[src/rtl/joypad_port.sv]
// NES joypad port fed by two Dualshock pads plus UART-injected buttons, with serial shift-out to the NES.
// Optional per-button autofire (square -> B, triangle -> A) is built when AUTOFIRE_EN is defined.
module joypad_port #(
  parameter int FREQ        = 37800000,
  parameter int AUTOFIRE_HZ = 15
) (
  input  logic       clk,
  input  logic       resetn,
  input  logic [7:0] ds0_b0,
  input  logic [7:0] ds0_b1,
  input  logic [7:0] ds1_b0,
  input  logic [7:0] ds1_b1,
  input  logic [7:0] loader_btn,
  input  logic [7:0] loader_btn2,
  input  logic       strobe,
  input  logic [1:0] joy_clk,
  output logic [1:0] joy_data,
  output logic [7:0] nes_btn,
  output logic [7:0] nes_btn2
);

  // Dualshock RX bytes are active-low; result is R,L,D,U,Start,Select,B,A active-high.
  function automatic logic [7:0] map_pad(input logic [7:0] b0, input logic [7:0] b1);
    map_pad = ~{b0[5], b0[7], b0[6], b0[4], b0[3], b0[0], b1[6], b1[5]};
  endfunction

  function automatic logic [7:0] resolve(input logic [7:0] m);
    logic [7:0] r;
    r = m;
    if (r[7] && r[6]) r[7:6] = 2'b00;
    if (r[5] && r[4]) r[5:4] = 2'b00;
    resolve = r;
  endfunction

  // af_out: [0] port0 B, [1] port0 A, [2] port1 B, [3] port1 A
  logic [3:0] af_out;

  logic       unused_bits;
  assign unused_bits = ^{ds0_b0[2:1], ds1_b0[2:1], ds0_b1[3:0], ds1_b1[3:0]};

`ifdef AUTOFIRE_EN
  localparam int HP = FREQ / (2 * AUTOFIRE_HZ);
  localparam int CW = (HP > 1) ? $clog2(HP) : 1;

  logic [3:0]         af_held;
  logic [3:0]         af_phase_now;
  logic [3:0]         af_phase_q, af_phase_d;
  logic [3:0]         af_armed_q, af_armed_d;
  logic [3:0][CW-1:0] af_cnt_q, af_cnt_d;

  assign af_held = ~{ds1_b1[4], ds1_b1[7], ds0_b1[4], ds0_b1[7]};

  // The armed bit makes the very first held cycle fire immediately, before phase is registered.
  always_comb begin
    af_phase_now = '0;
    af_out       = '0;
    af_cnt_d     = '0;
    af_phase_d   = '0;
    af_armed_d   = '0;
    for (int u = 0; u < 4; u++) begin
      af_phase_now[u] = af_armed_q[u] ? af_phase_q[u] : 1'b1;
      af_out[u]       = af_held[u] & af_phase_now[u];
      if (af_held[u]) begin
        af_armed_d[u] = 1'b1;
        if (af_cnt_q[u] == CW'(HP - 1)) begin
          af_cnt_d[u]   = '0;
          af_phase_d[u] = ~af_phase_now[u];
        end else begin
          af_cnt_d[u]   = af_cnt_q[u] + CW'(1);
          af_phase_d[u] = af_phase_now[u];
        end
      end
    end
  end

  always_ff @(posedge clk) begin
    if (!resetn) begin
      af_cnt_q   <= '0;
      af_phase_q <= '0;
      af_armed_q <= '0;
    end else begin
      af_cnt_q   <= af_cnt_d;
      af_phase_q <= af_phase_d;
      af_armed_q <= af_armed_d;
    end
  end
`else
  localparam int unused_hp = FREQ / (2 * AUTOFIRE_HZ);
  logic unused_af;
  assign unused_af = ^{ds0_b1[7], ds0_b1[4], ds1_b1[7], ds1_b1[4]};
  assign af_out    = '0;
`endif

  logic [7:0]      nes_btn_q, nes_btn_d;
  logic [7:0]      nes_btn2_q, nes_btn2_d;
  logic [1:0]      joy_clk_q, joy_clk_d;
  logic [1:0][7:0] sr_q, sr_d;
  logic [1:0]      fall;

  assign fall = joy_clk_q & ~joy_clk;

  // Strobe reloads from the registered buttons and overrides any coincident falling edge.
  always_comb begin
    nes_btn_d  = resolve(map_pad(ds0_b0, ds0_b1) | {6'b0, af_out[0], af_out[1]} | loader_btn);
    nes_btn2_d = resolve(map_pad(ds1_b0, ds1_b1) | {6'b0, af_out[2], af_out[3]} | loader_btn2);
    joy_clk_d  = joy_clk;
    sr_d       = sr_q;
    if (strobe) begin
      sr_d[0] = nes_btn_q;
      sr_d[1] = nes_btn2_q;
    end else begin
      if (fall[0]) sr_d[0] = {1'b1, sr_q[0][7:1]};
      if (fall[1]) sr_d[1] = {1'b1, sr_q[1][7:1]};
    end
  end

  always_ff @(posedge clk) begin
    if (!resetn) begin
      nes_btn_q  <= '0;
      nes_btn2_q <= '0;
      joy_clk_q  <= '0;
      sr_q       <= '0;
    end else begin
      nes_btn_q  <= nes_btn_d;
      nes_btn2_q <= nes_btn2_d;
      joy_clk_q  <= joy_clk_d;
      sr_q       <= sr_d;
    end
  end

  assign nes_btn  = nes_btn_q;
  assign nes_btn2 = nes_btn2_q;
  assign joy_data = {sr_q[1][0], sr_q[0][0]};

endmodule

[config.mk]
export PLATFORM = sky130hd
export DESIGN_NAME = joypad_port
export DESIGN_NICKNAME = d
export VERILOG_FILES = /design/src/rtl/joypad_port.sv
export SDC_FILE = /design/constraint.sdc
export NUM_CORES = 1
export LEC_CHECK = 0
export ABC_AREA = 1
export BUFFER_PORTS_ARGS = -buffer_cell sky130_fd_sc_hd__buf_4
export CORE_MARGIN = 1.5
export CORE_UTILIZATION = 44
export CTS_CLUSTER_SIZE = 14
export DETAILED_ROUTE_END_ITERATION = 16
export PLACE_DENSITY = 0.79
export SYNTH_ARGS = -nofsm -noshare
export SYNTH_HDL_FRONTEND = slang
export SYNTH_SLANG_ARGS = --single-unit
export TNS_END_PERCENT = 30
[constraint.sdc]
create_clock -name clk -period 1 [get_ports clk]
set_input_delay 0.1 -clock clk [delete_from_list [all_inputs] [get_ports clk]]
set_output_delay 0.1 -clock clk [all_outputs]
set_load 0.01 [all_outputs]
# [After elaboration in Yosys (flattened, before gate mapping)]
# Index checks and enable logic that the tools add are counted.
[totals] mem_bits_rw=0 n_memories=0 latchBits=0 reg_bits=34 mem_bits_ro=0 elab_cells=29 in_bits=53
[op_classes] n_reduce_logical=10 n_bitwise=7 muxes=3 n_lt_le_gt_ge=0 mul=0 shifts=0 addsub=0 div=0 eq_ne=0
[op_table] cell="$mux 16" count=1
[op_table] cell="$mux 8" count=2
[op_table] cell="$not 8->8" count=2
[op_table] cell="$or 8x8->8" count=2
[op_table] cell="$reduce_or 2->1" count=4
[op_table] cell="$logic_and 1x1->1" count=4
[op_table] cell="$reduce_bool 2->1" count=2
[op_table] cell="$and 2x2->2" count=1
[op_table] cell="$not 2->2" count=1
[op_table] cell="$not 1->1" count=1

# [Longest topological paths before layout]
[logic_depth] depth_word=4 ltp_mapped=6

# [Worst setup path after synthesis]
# No wires, ideal clock.
[synth_timing] path_kind="flip-flop to flip-flop" startpoint="register joy_clk_q[1]" endpoint="register sr_q, in the netlist joy_data[1]" path_slack_ps=131 synth_period_minus_slack_ps=869 setup_time_ps=132 required_time_ps=868 t_arrival_ps=736 path_buffers=0 stages_incl_launch_ff=5 path_cell_list="dfxtp_1 > nand2_1 > nand2_1 > nand2_1 > a21oi_1"
[synth_via] elab_chain_len=2
[synth_lines] item="start: declaration" line_no="96" rtl="logic [1:0] joy_clk_q, joy_clk_d;"
[synth_lines] item="start signal: assignment" line_no="126" rtl="joy_clk_q <= joy_clk_d;"
[synth_lines] item="$and 2x2->2" line_no="100" rtl="assign fall = joy_clk_q & ~joy_clk;"
[synth_lines] item="$reduce_bool 2->1 (no line)"
[synth_lines] item="end signal: assignment" line_no="127" rtl="sr_q <= sr_d;"
[synth_lines] item="end: declaration" line_no="97" rtl="logic [1:0][7:0] sr_q, sr_d;"
# No other way between the ends.
# A chain may end at the register's enable or synchronous reset.

# [Worst setup path after layout]
[layout_timing] startpoint="register nes_btn2_q[2] (netlist: nes_btn2[2])" endpoint="output nes_btn2[2]"
[layout_lines] item="start: declaration" line_no="95" rtl="logic [7:0] nes_btn2_q, nes_btn2_d;"
[layout_lines] item="start signal: assignment" line_no="125" rtl="nes_btn2_q <= nes_btn2_d;"
[layout_lines] item="end: declaration" line_no="19" rtl="output logic [7:0] nes_btn2"
# No word-level cell between the ends.

==> results_dict.tcl <==
set metrics [dict create \
    status "completed" \
    critPathLaunchType "flop" \
    slew_viol_final 0 \
    place_congestion 0.757 \
    synth_cell_type_count 13 \
    syn-cell-area_um2 1390 \
    fillCellCount 254 \
    cpPeakStageDelay_ns 0.36 \
    setup-tns-final_ns 0 \
    power_frac_comb_pct 17.3 \
    required_ns 0.90 \
    die_w_um 59.2 \
    areaGrowthSynthToFinish_pct 52.6 \
    fin_crit_sh_pct 91.5 \
    post_cts_buffers 0 \
    hpwl_um 2100 \
    clk_latency_ns 0.33 \
    core_area_um2 3030 \
    fmax_mhz 1090 \
    crit_type "reg -> out" \
    cp_num_cells 1 \
    antenna_cells 0 \
    worst-r2r-cell-count 4 \
    grt_max_degree 15 \
    grt_use_total_pct 20.5 \
    start_util_pct 45.9 \
    clockRootBuffer "clkbuf_4" \
    cts_buffer_depth 2 \
    multi_input_area_um2 531 \
    total_power_mw 2.69 \
    worstPathArrival_ns 0.81 \
    final_net_count 330 \
    viasPerCell 4.53 \
    vias 1459 \
    syn-num-nets 248 \
    numPortBuffers 54 \
    synth-seq-cells 34 \
    post_drt_wl_per_cell_um 9.74 \
    p_sw_mw 0.666 \
    slew_headroom_pct 83.9 \
    clkPwrFrac_pct 28.9 \
    drc 0 \
    regArea_um2 681 \
    finalCriticalPeriod_ns 0.915 \
    synth-seq-area-share_pct 49.0 \
    grt_pass1_wl_um 5440 \
    die_h_um 59.2 \
    worst_slew_pin_slew_ns 0.241 \
    antenna_found_initial 0 \
    rrSetupSlack_ns 0.11 \
    p_int_mw 2.02 \
    endpoint_kind "output port" \
    clk_pin_slew_ns 0.10 \
    switching_share_pct 24.8 \
    fin_skew_ns 0.00887 \
    instances_no_fill 322 \
    syn_inst 195 \
    rsz0062_at_grt "false" \
    maxCapViolCount 0 \
    yosys_warnings 0 \
    drtIter0Drc 35 \
    io_pins 71 \
    setup_violations 0 \
    antenna_left 0 \
    cts_resized 0 \
    first_pass_iters 4 \
    synth.top_cells.by_area "dfxtp_1 49%, nand2_1 19%, a21oi_1 7.9%" \
    hold_violations 0 \
    grt_pass1_vias 1385 \
    holdCritPathClass "in -> reg" \
    die_area_um2 3500 \
    dp_cells 294 \
    p_per_area_nw_per_um2 1270 \
    syn_avg_cell_area_um2 7.12 \
    worst_path_dominant_cell_family "flip-flops" \
    power_leakage_nw 1.13 \
    synth_top_cell_by_area "dfxtp_1" \
    drive_above_1_share_pct 25.9 \
    cts_made_buffers 5 \
    cts.sinks 34 \
    crit_chain "buf_4" \
    holdPathStages 3 \
    h-tree-depth 2 \
    grt_overflow 0 \
    num_rows 20 \
    drt_wl_total_um 3140 \
    power_frac_seq_pct 53.8 \
    synth_top_area_share_pct 49.0 \
    cp_slowest_cell "dfxtp_1" \
    path_buf_inv 1 \
    cts_tree "yes" \
    crit_fanout 2 \
    peakVddDrop_mv 0.813 \
]
metrics by stage:
| step | cell area (um^2) | hold slack, ns | utilization, % | setup slack [ns] |
|---|---|---|---|---|
| after floorplan | 1390 | 0.193 | - | 0.131 |
| final | 2120 | 0.0126 | 70.0 | 0.0854 |
| after global placement | 1860 | 0.280 | 61.4 | 0.0950 |
| after detailed placement | 1860 | 0.283 | 61.4 | 0.0809 |
| after global routing | 2120 | 0.0193 | 70.0 | 0.00925 |
| after CTS | 2110 | 0.000855 | 69.7 | 0.0825 |
flip-flops by register name, indices dropped and copies added, names as in the netlist:
signal	flops
joy_data	2
nes_btn	8
nes_btn2	8
joy_clk_q	2
sr_q	14
power groups by stage:
stage | sequential, mW | combinational (mW) | clock, mW
floorplan | 1.49 | 0.175 | 0
global placement | 1.48 | 0.394 | 0
detailed placement | 1.48 | 0.402 | 0
CTS | 1.45 | 0.462 | 0.793
global route | 1.45 | 0.519 | 0.859
finish | 1.45 | 0.464 | 0.777
logic make-up after synthesis:
logic type             count (synthesis)  share of synthesized area (%)
DFF                                   34                           49.0
and+or+nand+nor                      100                           30.3
AOI/OAI and AO/OA                     22                           7.93
buffers and inverters                 39                           12.8
synth_stat cells:
master and instances:
nand2_1 72, dfxtp_1 34, inv_1 29, a21oi_1 22, nand3_1 14, nand4_1 8
buf_4 4, nor2_1 4, buf_6 2, clkbuf_1 2, nand3b_1 2, buf_2 1
inv_2 1
cell usage in the layout (no fill, tap or decap), drive strengths merged:
cell type	Yosys	layout
clkinv	0	1
nand2	72	72
nand3b	2	2
buf	7	64
inv	30	30
nand4	8	8
dfxtp	34	34
dlygate4sd3	0	20
nor2	4	4
nand3	14	14
clkbuf	2	7
a21oi	22	22
what timing repair did:
| item | in CTS | in global routing |
|---|---|---|
| endpoints found under the hold margin | 12 | 1 |
| hold buffers | 19 | 1 |
| endpoints found under the setup margin | 0 | 0 |
final cells by class:
| type | instances | share of cell area (%) |
|---|---|---|
| Clock buffer | 7 | 2.60 |
| Clock inverter | 1 | 0.236 |
| Inverter | 30 | 5.31 |
| Multi-Input combinational cell | 122 | 25.0 |
| Sequential cell | 34 | 32.1 |
| Tap cell | 44 | 2.60 |
| Timing Repair Buffer | 84 | 32.1 |
layer usage:
metal	track usage (%)	vias up	part of all wire, %
met5	0	-	0
met4	5.84	0	1.2
met3	6.33	5	4.4
met2	37.0	44	51
met1	22.9	643	44
li1	-	767	-
path summary, 6_finish.rpt:
check / start / end
max: nes_btn2[2]$_SDFF_PN0_ / nes_btn2[2]
min: ds1_b0[4] / nes_btn2[5]$_SDFF_PP0_
max reg2reg: joy_clk_q[0]$_SDFF_PN0_ / sr_q[1]$_SDFFE_PN0P_
min reg2reg: sr_q[2]$_SDFFE_PN0P_ / sr_q[2]$_SDFFE_PN0P_
No activity file was read; power rests on OpenSTA's default activity.
